`src/rtl/audio_codec_pkg.sv`:
```
// Shared audio codec types and frame constants for the DAC serializer path.
package audio_codec_pkg;

    localparam int unsigned SAMPLE_W          = 16;
    localparam int unsigned SLOTS_PER_CHANNEL = 16;
    localparam int unsigned SLOTS_PER_FRAME   = 32;
    localparam int unsigned SLOT_W            = $clog2(SLOTS_PER_FRAME);

    typedef logic signed [SAMPLE_W-1:0] Sample;
    typedef logic [SLOT_W-1:0]          slot_t;

    localparam slot_t SLOT_LEFT_START  = slot_t'(0);
    localparam slot_t SLOT_RIGHT_START = slot_t'(SLOTS_PER_CHANNEL);

    function automatic Sample attenuate(input Sample s, input logic [2:0] vol);
        return s >>> vol;
    endfunction

endpackage

```
`src/rtl/sample_fifo.sv`:
```
// Single-clock sample FIFO; DEPTH must be a power of two so pointers wrap naturally.
module sample_fifo
    import audio_codec_pkg::*;
#(
    parameter int unsigned DEPTH = 4,
    localparam int unsigned PTR_W = $clog2(DEPTH),
    localparam int unsigned LVL_W = PTR_W + 1
) (
    input  logic             clk_i,
    input  logic             rst_i,
    input  logic             push_i,
    input  Sample            push_data_i,
    input  logic             pop_i,
    output Sample            pop_data_o,
    output logic [LVL_W-1:0] level_o,
    output logic             full_o,
    output logic             empty_o
);

    Sample            mem_q [DEPTH];
    Sample            mem_d [DEPTH];
    logic [PTR_W-1:0] wr_ptr_q, wr_ptr_d;
    logic [PTR_W-1:0] rd_ptr_q, rd_ptr_d;
    logic [LVL_W-1:0] level_q, level_d;
    logic             do_push, do_pop;

    assign full_o     = (level_q == LVL_W'(DEPTH));
    assign empty_o    = (level_q == '0);
    assign do_push    = push_i && !full_o;
    assign do_pop     = pop_i && !empty_o;
    assign pop_data_o = mem_q[rd_ptr_q];
    assign level_o    = level_q;

    always_comb begin
        mem_d    = mem_q;
        wr_ptr_d = wr_ptr_q;
        rd_ptr_d = rd_ptr_q;
        level_d  = level_q;
        if (do_push) begin
            mem_d[wr_ptr_q] = push_data_i;
            wr_ptr_d        = wr_ptr_q + 1'b1;
        end
        if (do_pop) begin
            rd_ptr_d = rd_ptr_q + 1'b1;
        end
        case ({do_push, do_pop})
            2'b10:   level_d = level_q + 1'b1;
            2'b01:   level_d = level_q - 1'b1;
            default: level_d = level_q;
        endcase
    end

    always_ff @(posedge clk_i or posedge rst_i) begin
        if (rst_i) begin
            mem_q    <= '{default: '0};
            wr_ptr_q <= '0;
            rd_ptr_q <= '0;
            level_q  <= '0;
        end else begin
            mem_q    <= mem_d;
            wr_ptr_q <= wr_ptr_d;
            rd_ptr_q <= rd_ptr_d;
            level_q  <= level_d;
        end
    end

endmodule

```
`src/rtl/codec_dac_serializer.sv`:
```
// Left-justified mono-to-stereo DAC serializer with BCLK/LRCK generation and sample FIFO.
// Define AUDIO_VOLUME_EN to add the VOLUME attenuation port.
module codec_dac_serializer
    import audio_codec_pkg::*;
#(
    parameter int unsigned BCLK_HALF = 16,
    parameter int unsigned DEPTH     = 4,
    localparam int unsigned LVL_W    = $clog2(DEPTH) + 1
) (
    input  logic             CLK,
    input  logic             RESET,
    input  Sample            SAMPLE,
    input  logic             SAMPLE_VALID,
    output logic             SAMPLE_READY,
    input  logic             CLEAR_FLAGS,
`ifdef AUDIO_VOLUME_EN
    input  logic [2:0]       VOLUME,
`endif
    output logic             AUD_BCLK,
    output logic             AUD_DACLRCK,
    output logic             AUD_DACDAT,
    output logic [LVL_W-1:0] FIFO_LEVEL,
    output logic             UNDERRUN,
    output logic             OVERRUN
);

    localparam int unsigned DIV_W = (BCLK_HALF > 1) ? $clog2(BCLK_HALF) : 1;
    localparam logic [DIV_W-1:0] DIV_MAX = DIV_W'(BCLK_HALF - 1);

    logic [DIV_W-1:0] div_q, div_d;
    logic             bclk_q, bclk_d;
    slot_t            slot_q, slot_d;
    Sample            held_q, held_d;
    Sample            shreg_q, shreg_d;
    logic             underrun_q, underrun_d;
    logic             overrun_q, overrun_d;

    logic             tc, fall, frame_start;
    slot_t            slot_next;
    logic             fifo_full, fifo_empty, fifo_pop;
    Sample            fifo_head, load_src, load_word;

    assign tc          = (div_q == DIV_MAX);
    assign fall        = tc && bclk_q;
    assign slot_next   = slot_q + 1'b1;
    assign frame_start = fall && (slot_next == SLOT_LEFT_START);
    // An empty FIFO at frame start takes the underrun path even if a push lands this cycle.
    assign fifo_pop    = frame_start && !fifo_empty;
    assign load_src    = fifo_pop ? fifo_head : held_q;

`ifdef AUDIO_VOLUME_EN
    assign load_word = attenuate(load_src, VOLUME);
`else
    assign load_word = load_src;
`endif

    sample_fifo #(
        .DEPTH (DEPTH)
    ) u_fifo (
        .clk_i       (CLK),
        .rst_i       (RESET),
        .push_i      (SAMPLE_VALID),
        .push_data_i (SAMPLE),
        .pop_i       (fifo_pop),
        .pop_data_o  (fifo_head),
        .level_o     (FIFO_LEVEL),
        .full_o      (fifo_full),
        .empty_o     (fifo_empty)
    );

    always_comb begin
        div_d      = tc ? '0 : div_q + 1'b1;
        bclk_d     = tc ? ~bclk_q : bclk_q;
        slot_d     = slot_q;
        held_d     = held_q;
        shreg_d    = shreg_q;
        underrun_d = underrun_q;
        overrun_d  = overrun_q;

        if (CLEAR_FLAGS) begin
            underrun_d = 1'b0;
            overrun_d  = 1'b0;
        end
        if (SAMPLE_VALID && fifo_full) begin
            overrun_d = 1'b1;
        end

        if (fall) begin
            slot_d = slot_next;
            if (slot_next == SLOT_LEFT_START) begin
                held_d  = load_src;
                shreg_d = load_word;
                if (fifo_empty) begin
                    underrun_d = 1'b1;
                end
            end else if (slot_next == SLOT_RIGHT_START) begin
                shreg_d = load_word;
            end else begin
                shreg_d = {shreg_q[SAMPLE_W-2:0], 1'b0};
            end
        end
    end

    always_ff @(posedge CLK or posedge RESET) begin
        if (RESET) begin
            div_q      <= '0;
            bclk_q     <= 1'b0;
            slot_q     <= '1;
            held_q     <= '0;
            shreg_q    <= '0;
            underrun_q <= 1'b0;
            overrun_q  <= 1'b0;
        end else begin
            div_q      <= div_d;
            bclk_q     <= bclk_d;
            slot_q     <= slot_d;
            held_q     <= held_d;
            shreg_q    <= shreg_d;
            underrun_q <= underrun_d;
            overrun_q  <= overrun_d;
        end
    end

    assign SAMPLE_READY = !fifo_full;
    assign AUD_BCLK     = bclk_q;
    assign AUD_DACLRCK  = (slot_q < SLOT_RIGHT_START);
    assign AUD_DACDAT   = shreg_q[SAMPLE_W-1];
    assign UNDERRUN     = underrun_q;
    assign OVERRUN      = overrun_q;

endmodule

```
`config.mk`:
```
export PLATFORM = sky130hd
export DESIGN_NAME = codec_dac_serializer
export DESIGN_NICKNAME = d
export VERILOG_FILES = /design/src/rtl/audio_codec_pkg.sv /design/src/rtl/sample_fifo.sv /design/src/rtl/codec_dac_serializer.sv
export SDC_FILE = /design/constraint.sdc
export NUM_CORES = 1
export LEC_CHECK = 0
export BUFFER_PORTS_ARGS = -buffer_cell sky130_fd_sc_hd__buf_2
export CORE_MARGIN = 10
export CORE_UTILIZATION = 50
export DETAILED_ROUTE_END_ITERATION = 8
export PLACE_DENSITY = 0.67
export SLEW_MARGIN = 20
export SYNTH_ARGS = -nofsm -noshare
export SYNTH_HDL_FRONTEND = slang
export SYNTH_SLANG_ARGS = --single-unit
```
`constraint.sdc`:
```
create_clock -name CLK -period 7.5 [get_ports CLK]
set_input_delay 1.5 -clock CLK [delete_from_list [all_inputs] [get_ports CLK]]
set_output_delay 1.5 -clock CLK [all_outputs]
set_load 0.05 [all_outputs]
```
## After elaboration in Yosys (flattened, before gate mapping)

Cells that the tools add are included.

| storage, ports and cells | value |
|---|---|
| memory bits (read-only) | 0 |
| memory bits (writable) | 0 |
| bits in registers | 115 |
| latch bits | 0 |
| memories kept | 0 |

| operators by class | value |
|---|---|
| reduce and logical (&&, ||, !) cells | 14 |
| shift operators | 0 |
| muxes and demuxes | 17 |
| div/mod/pow operators | 0 |
| multiply operators | 0 |
| $add $sub $neg | 6 |
| magnitude comparators | 4 |
| equality and inequality tests | 5 |
| bitwise logic cells | 3 |

Operator list:

| cell | count |
|---|---|
| $mux 16 | 6 |
| $bwmux 64 | 1 |
| $bmux 16 s2 | 1 |
| $demux 16 s2 | 1 |
| $logic_and 1x1->1 | 7 |
| $ge 3x3->1 const B | 2 |
| $mux 1 | 6 |
| $not 2->3 | 2 |
| $pmux 3 s2 | 1 |
| $add 5x1->5 const B | 1 |
| $eq 5x5->1 const B | 1 |
| $logic_not 5->1 | 1 |
| $lt 5x5->1 const B | 1 |
| $add 2x1->2 const B | 2 |
| $add 4x1->4 const B | 1 |
| $eq 4x4->1 const B | 1 |
| $mux 4 | 1 |
| $reduce_bool 2->1 | 2 |
| $add 3x1->3 const B | 1 |
| $eq 3x3->1 const B | 1 |
| $logic_not 3->1 | 1 |
| $lt 3x1->1 const B | 1 |
| $sub 3x1->3 const B | 1 |
| $eq 2x1->1 const B | 1 |
| other kinds (4) | 5 |

## Depth between registers and ports, before layout

Gate-level depths: netlist of the first run.

| logic depth | value |
|---|---|
| word-level depth | 7 |
| mapped depth | 10 |
| gate-level depth less buffers | 9 |

## Modules after synthesis

A second synthesis of the first run with hierarchy kept.

| second synthesis, totals | value |
|---|---|
| cell total of the unflattened synthesis | 398 |
| area, all modules | 5604.1 um^2 |

By module, submodules not included:

| module | cells an instance | times used | sequential area each (um^2) | area each (um^2) |
|---|---|---|---|---|
| sample_fifo | 193 | 1 | 1776.7 | 3357.0 |
| codec_dac_serializer | 205 | 1 | 1107.3 | 2247.2 |

## Worst setup path after synthesis of the first run

No wires, ideal clock.

| timing path | value |
|---|---|
| path kind | input-to-reg |
| start point | input SAMPLE_VALID |
| end point | register u_fifo.level_q[2] (netlist: u_fifo.level_o[2]) |
| path buffers | 1 |
| stages on the path | 8 |
| library setup time | 0.147 ns |
| path slack | 4.641 ns |
| arrival time | 2.712 ns |
| path through | and2_1 -> buf_2 -> inv_1 -> ha_1 -> fa_1 -> xnor2_1 -> nor2_1 -> xor2_1 |

| on the way | value |
|---|---|
| cells in the longest elaborated chain, start to end | 3 |
| elaborated cells between the ends (all ways) | 5 |

Ends and longest elaborated chain:

| element | line | RTL |
|---|---|---|
| start, declared | codec_dac_serializer.sv:13 | `input logic SAMPLE_VALID,` |
| $logic_and 1x1->1 * | sample_fifo.sv:29 | `assign do_push = push_i && !full_o;` |
| $eq 2x1->1 / $eq 2x2->1 (equally long branches) | sample_fifo.sv:46 | `case ({do_push, do_pop})` |
| $pmux 3 s2 / $reduce_bool 2->1 (equally long branches) | - |  |
| end signal, assigned | sample_fifo.sv:63 | `level_q <= level_d;` |
| end, declared | sample_fifo.sv:24 | `logic [LVL_W-1:0] level_q, level_d;` |

Mark *: on every way between the ends. The rest lies on a longest branch, timed or not.
A chain may end at the register's enable or synchronous reset.

## Final worst setup path of the first run

| timing path | value |
|---|---|
| start point | register u_fifo.level_q[0] (netlist: u_fifo.level_o[0]) |
| end point | output SAMPLE_READY |

| on the way | value |
|---|---|
| cells in the longest elaborated chain, start to end | 2 |

Ends and longest elaborated chain:

| element | line | RTL |
|---|---|---|
| $eq 3x3->1 | sample_fifo.sv:27 | `assign full_o = (level_q == LVL_W'(DEPTH));` |
| $logic_not 1->1 | codec_dac_serializer.sv:124 | `assign SAMPLE_READY = !fifo_full;` |
| end, declared | codec_dac_serializer.sv:14 | `output logic SAMPLE_READY,` |

No other way between the ends.

==> run summary, run 1 <==
Ports - 29
largest net degree at the start of global routing - 64
Final Wtd Congestion - 0.7308
fin nets - 437
commonest non-fill, non-tap cell in the layout - dfrtp_1
final worst-path cycle share - 38.94%
post-layout min period - 2920 ps
CORE AREA - 0.009819 mm^2
clock sinks - 115
M1 wire length - 4.364 mm
Via Count - 3051
sequential share of the synthesized area - 56.97%
CTS buffer count - 17
GRT Overall Usage - 14.52%
register area - 0.002884 mm^2
Hold Crit Class - reg2reg
DP HPWL - 6.039 mm
Syn Nets - 405
metal3 WL - 438 um
Diodes inserted - 0
Worst-path clk slew - 60 ps
vias in the first global route - 3347
Distinct cells, synth - 34
DRC - 0
Routed Antenna Nets - 0
Initial Util - 51.55%
Clock Skews - 11.60 ps
crit path kind - reg2out
share of the synthesized area in the top cell type - 54.37%
RSZ-0062 raised after global routing - no
I/O Buffers - 28
Mapped Area - 0.005062 mm^2
Via density - 5.507
area of the multi-input gates - 0.001996 mm^2
setup tns final - 0 ps
Synth Area per Inst - 13.46 um^2
Layout area overhead - 16.16%
#FFs+latches synth - 115
initial antenna violation count - 0
Synth Flop Type - dfrtp_1
placed instance count - 522
fmax - 342.4 MHz
power density over cell area - 373.1 mW/mm^2
DRT iter0 DRCs - 203
Die Y - 120.6 um
crit path max fanout - 6
leakage power - 2.581 nW
outcome - finished, final reports clean
Startpoint Class - register
met2 wire len - 4.621 mm
DIE AREA - 0.01455 mm^2
fin cells - 554
actual slew at the worst max-slew pin - 985.8 ps
yosys warns - 0
Async SR Flop Fraction - 100.0%
first-pass GRT wire length - 16.84 mm
max cap viols - 0
Post-Syn Instances - 376
main area contributors after synthesis - dfrtp_1, mux2_2, mux4_2, dfstp_2, nand2_1
CP endpoint kind - output pin
Hold Vio Cnt, Final - 0
Post-synth EDFFs - 0
drt first pass iters - 4
GRT overflow - 0
CTS root buf - clkbuf_8
CTS tree - yes
final slew viol count - 0
hold_buf cts - 0
Peak VDD IR - 205.1 uV
Die Wd - 120.6 um
crit path DAT - 1420 ps
most frequent cells in the layout - dfrtp_1, mux2_2, nand2_1, buf_2, inv_1
Post-CTS Setup Bufs - 0
normalized max-slew margin - 34.12%
maximum clock insertion buffer count - 2
FP Rows - 36
critical path required time - 6000 ps
DR top layer - met4
fraction of layout cells with a size suffix above 1 - 37.05%
post_cts resized - 0
Post-Route WL - 9.633 mm
CTS H-tree lvls - 4
worst skew pair latency - 520 ps
wire per inst - 17.39 um
Final setup viols - 0
Filler cells - 816
area leader, netlist - dfrtp_1
==> kinds of logic after synthesis <==
kind of cell / after synthesis / synth area share (%)
adder cells (fa/ha/maj): 9 / 2.373
XOR/XNOR: 13 / 2.249
buffers and inverters: 40 / 3.608
multiplexers: 83 / 22.02
AO/OA/AOI/OAI: 48 / 6.130
flip-flops: 115 / 56.97
AND/OR/NAND/NOR: 68 / 6.649
==> power by group <==
part	switching (mW)	internal (mW)	total [mW]
clock	0.307	0.482	0.789
combinational	0.209	0.274	0.483
sequential	0.106	0.816	0.921
total	0.622	1.57	2.19
==> layout make-up <==
type,count,area share (%)
multi-input cells,221,33.94
clock buffers,17,7.043
repair buffers,31,2.766
flip-flops and latches,115,49.04
inverters,22,1.447
well taps,133,2.830
clock inverters,15,2.936
==> metal layers <==
| layer | vias to the layer above | global-route usage (%) |
|---|---|---|
| li1 | 1413 | - |
| met1 | 1572 | 17.98 |
| met2 | 53 | 22.40 |
| met3 | 13 | 5.258 |
| met4 | 0 | 6.410 |
| met5 | - | 0 |
==> final timing paths <==
check                                               from                              to  slack [ps]  depth (start not counted)
max in group asynchronous                          RESET    u_fifo.mem_q[21]$_DFFE_PP0P_        5220                          3
max                        u_fifo.level_o[0]$_DFFE_PP0P_                    SAMPLE_READY        4580                          3
min                              shreg_q[14]$_DFFE_PP0N_         shreg_q[14]$_DFFE_PP0N_         500                          2
min reg2reg                      shreg_q[14]$_DFFE_PP0N_         shreg_q[14]$_DFFE_PP0N_         500                          2
max reg2reg                           div_q[0]$_DFF_PP0_   u_fifo.level_o[1]$_DFFE_PP0P_        4650                          7
min in group asynchronous                          RESET  u_fifo.wr_ptr_q[0]$_DFFE_PP0P_        1130                          2
==> per-stage QoR <==
step,worst slack (ps),power (mW),area [um^2],hold slack [ps],util (%)
final,4580,2.194,5881,497.1,59.89
after global routing,4387,2.310,5881,507.4,59.89
after CTS,4553,2.219,5881,493.3,59.89
after detailed placement,4332,1.418,5294,480.2,53.91
after global placement,4357,1.389,5294,459.5,53.91
after floorplan,2964,1.302,5062,442.4,-
==> worst max-delay path, cell delays in order (launching register included) <==
cell	delay, ps
dfrtp_1	450
nor2_1	160
nand2_1	80
buf_2	220
==> registers in the layout, indices dropped and copies added (netlist names) <==
| register | cells |
|---|---|
| u_fifo.mem_q | 64 |
| u_fifo.wr_ptr_q | 2 |
| div_q | 4 |
| shreg_q | 16 |
| u_fifo.level_o | 3 |
| slot_q | 5 |
| AUD_BCLK | 1 |
| UNDERRUN | 1 |
| OVERRUN | 1 |
| held_q | 16 |
| u_fifo.rd_ptr_q | 2 |
==> Yosys cell counts (2+ instances only) <==
cell type	n
a21oi_1	11
a22o_1	2
and3_1	13
buf_2	8
buf_4	6
clkbuf_1	3
dfrtp_1	110
dfstp_2	5
ha_1	8
inv_1	22
mux2_2	67
mux4_2	16
nand2_1	34
nand3_1	8
nor2_1	3
nor3_1	2
o2111ai_1	5
o211ai_1	9
o21ai_0	18
xnor2_1	9
xor2_1	4
No activity file was read; power rests on OpenSTA's default activity.
==> inputs of run 2 (changes only) <==
--- a/config.mk
+++ b/config.mk
@@ -5,11 +5,12 @@
 export SDC_FILE = /design/constraint.sdc
 export NUM_CORES = 1
 export LEC_CHECK = 0
+export ABC_AREA = 1
 export BUFFER_PORTS_ARGS = -buffer_cell sky130_fd_sc_hd__buf_2
 export CORE_MARGIN = 10
 export CORE_UTILIZATION = 50
 export DETAILED_ROUTE_END_ITERATION = 8
-export PLACE_DENSITY = 0.67
+export PLACE_DENSITY = 0.7
 export SLEW_MARGIN = 20
 export SYNTH_ARGS = -nofsm -noshare
 export SYNTH_HDL_FRONTEND = slang
==> constraint.sdc (replaced) <==
create_clock -name CLK -period 2.6 [get_ports CLK]
set_input_delay 0.52 -clock CLK [delete_from_list [all_inputs] [get_ports CLK]]
set_output_delay 0.52 -clock CLK [all_outputs]
set_load 0.05 [all_outputs]
==> run summary, run 2 <==
Synth Area per Inst - 8.660 um^2 (-36%)
register area - 0.002884 mm^2 (unchanged)
Final setup viols - 0 (unchanged)
Final Wtd Congestion - 0.7576 (+3.7%)
M2 GR Usage - 25.33% (+2.9 points)
normalized max-slew margin - 59.56% (+25 points)
initial antenna violation count - 0 (unchanged)
DIE AREA - 0.01506 mm^2 (+3.5%)
area post-placement - 0.005552 mm^2 (+4.9%)
Post-Route WL - 11.16 mm (+16%)
largest net degree at the start of global routing - 116 (+81%)
register bank with the most flops - u_fifo.mem_q
share of the synthesized area in the top cell type - 52.19% (-2.2 points)
max reg flops - 64 (unchanged)
DRT iter0 DRCs - 412 (+100%)
synth cell count leaders - nand2_1, dfrtp_1, o21ai_0, nor2_1, inv_1
leakage power - 3.025 nW (+17%)
area leader, netlist - dfrtp_1
end of the critical path - u_fifo.level_o[2]$_DFFE_PP0P_
CORE AREA - 0.01032 mm^2 (+5.1%)
GRT met1 Usage - 20.77% (+2.8 points)
Filler cells - 894 (+9.6%)
Post-Syn Instances - 609 (+62%)
Mapped Area - 0.005274 mm^2 (+4.2%)
Via density - 5.252 (-4.6%)
Diodes inserted - 0 (unchanged)
CTS tree - yes
area of the multi-input gates - 0.002092 mm^2 (+4.8%)
#FFs+latches synth - 115 (unchanged)
post-layout min period - 2431 ps
R2R Path End - u_fifo.level_o[2]$_DFFE_PP0P_
main area contributors after synthesis - dfrtp_1, nand2_1, o21ai_0, nor2_1, nand3_1
Die Wd - 122.7 um (+1.7%)
DRC - 0 (unchanged)
maximum clock insertion buffer count - 2 (unchanged)
r2r setup slk - 170 ps (-4480 ps)
Hold Vio Cnt, Final - 0 (unchanged)
FP Rows - 37 (+2.8%)
Die Y - 122.7 um (+1.7%)
actual slew at the worst max-slew pin - 606.6 ps (-379.2 ps)
outcome - finished, final reports clean
Via Count - 4128 (+35%)
Layout area overhead - 17.34%
final slew viol count - 0 (unchanged)
critical path required time - 2990 ps (-3010 ps)
Startpoint Class - register
Peak VDD IR - 633.5 uV (+210%)
Syn Nets - 638 (+58%)
final instance area - 0.006188 mm^2 (+5.2%)
FF-to-FF path depth - 11 (+4)
most frequent cells in the layout - nand2_1, dfrtp_1, o21ai_0, nor2_1, inv_1
CTS root buf - clkbuf_8
Initial Util - 51.08% (-0.47 points)
commonest non-fill, non-tap cell in the layout - nand2_1
fmax - 411.4 MHz
critical path startpoint - slot_q[0]$_DFFE_PP1N_
CP peak stage delay - 590 ps (+140 ps)
setup tns final - 0 ps (unchanged)
vias in the first global route - 4088 (+22%)
crit path max fanout - 6 (unchanged)
Async SR Flop Fraction - 100.0% (unchanged)
DP HPWL - 6.890 mm (+14%)
largest registers - u_fifo.mem_q x64, held_q x16, shreg_q x16
power density over cell area - 1010 mW/mm^2 (+170%)
Distinct cells, synth - 31 (-8.8%)
sequential share of the synthesized area - 54.69% (-2.3 points)
crit path DAT - 2820 ps (+1400 ps)
Post-synth EDFFs - 0 (unchanged)
hold_buf cts - 0 (unchanged)
CTS buffer count - 17 (unchanged)
Top Usage Layer GRT - met2
CTS H-tree lvls - 4 (unchanged)
fin cells - 786 (+42%)
Ports - 29 (unchanged)
worst r2r src - slot_q[0]$_DFFE_PP1N_
CP cell instances - ha_2 -> nand4_1 -> nand2_2 -> nor2_4 -> nand2_1 -> nor2_2 -> ha_1 -> fa_1 -> a21oi_1 -> o21ai_1 -> xor2_1
GRT Overall Usage - 16.03% (+1.5 points)
GRT overflow - 0 (unchanged)
max cap viols - 0 (unchanged)
clock sinks - 115 (unchanged)
I/O Buffers - 28 (unchanged)
Power Total - 6.250 mW (+180%)
met3 usage - 4.316% (-0.94 points)
most frequent cell after synthesis - nand2_1
wire per inst - 14.19 um (-18%)
drt first pass iters - 5 (+1)
Routed Antenna Nets - 0 (unchanged)
RSZ-0062 raised after global routing - no
Synth Flop Type - dfrtp_1
yosys warns - 0 (unchanged)
crit path kind - reg2reg
fraction of layout cells with a size suffix above 1 - 16.46% (-21 points)
slowest CP cell - dfstp_2
fin nets - 667 (+53%)
worst skew pair latency - 520 ps (about the same)
Hold Crit Class - in2async
final worst-path cycle share - 93.49%
first-pass GRT wire length - 19.44 mm (+15%)
CP endpoint kind - register
Worst-path clk slew - 50 ps (about the same)
Clock Skews - 6.061 ps (-5.534 ps)
placed instance count - 755 (+45%)
-- run 2: cell count changes in the layout (fill, tap and decap cells not counted), moves of 16 or more --
cell	previous run	this run
o21ai_0	18	97
inv_1	21	39
nor2_1	3	62
nand3_1	8	34
mux4_2	16	0
nand2_1	34	155
mux2_2	67	0
-- run 2: report_power, final --
| group | switching, mW | internal, mW | leakage, nW |
|---|---|---|---|
| registers | 0.274 | 2.30 | 1.48 |
| logic | 0.805 | 0.416 | 1.24 |
| clock network | 0.770 | 1.69 | 0.310 |
| total | 1.85 | 4.40 | 3.02 |
-- run 2: critical path: cells and delay by family, from the launching register on --
family | cells | cell delay, ps
adders and majority gates | 3 | 870
DFF | 1 | 590
and+or+nand+nor | 5 | 470
AOI/OAI and AO/OA | 2 | 230
xor gates and xnor gates | 1 | 150
-- run 2: cell families (layout without fill, tap and decap cells) --
group                      count (synthesis)  in the layout  synth area share, %
and+or+nand+nor                          279            279                23.16
AOI/OAI and AO/OA                        126            126                12.67
DFF                                      115            115                54.69
buffers and inverters                     72            113                5.741
adders and majority gates                  9              9                2.278
xor gates and xnor gates                   8              8                1.471
-- run 2: per-layer routing --
| layer | vias up | wire length [um] |
|---|---|---|
| met5 | - | 0 |
| met4 | 0 | 133 |
| met3 | 15 | 467 |
| met2 | 96 | 5433 |
| met1 | 1979 | 5121 |
| li1 | 2038 | - |
-- run 2: layout make-up --
cell class                      count  share of cell area, %
Clock inverter                     11                  2.952
Inverter                           41                  2.588
Sequential cell                   115                  46.60
Timing Repair Buffer               41                  4.104
Clock buffer                       20                  7.198
Multi-Input combinational cell    422                  33.81
Tap cell                          136                  2.750
-- run 2: how the worst min path moves through the flow --
stage / from / endpoint / slack, ps / cells past startpoint
6_report: RESET / AUD_BCLK$_DFFE_PP0N_ / 170 / 3
3_3_place_gp: held_q[3]$_DFFE_PP0N_ / held_q[3]$_DFFE_PP0N_ / 450 / 2
5_1_grt: RESET / div_q[0]$_DFF_PP0_ / 200 / 3
2_1_floorplan: held_q[11]$_DFFE_PP0N_ / held_q[11]$_DFFE_PP0N_ / 440 / 2
4_1_cts: RESET / shreg_q[15]$_DFFE_PP0N_ / 200 / 3
3_5_place_dp: held_q[10]$_DFFE_PP0N_ / held_q[10]$_DFFE_PP0N_ / 460 / 2
-- run 2: timing repair --
action	CTS	global route
setup endpoints to repair	0	4
gates resized for setup	0	4
setup buffers	0	0
-- run 2: per-stage QoR --
stage                     setup slack (ps)  util, %  hold slack, ps
after floorplan                      57.66        -           443.9
after global routing                 6.148    59.94           196.5
after CTS                            104.4    59.86           199.8
after global placement               230.3    53.78           453.7
final                                169.3    59.94           170.9
after detailed placement             170.1    53.78           457.6
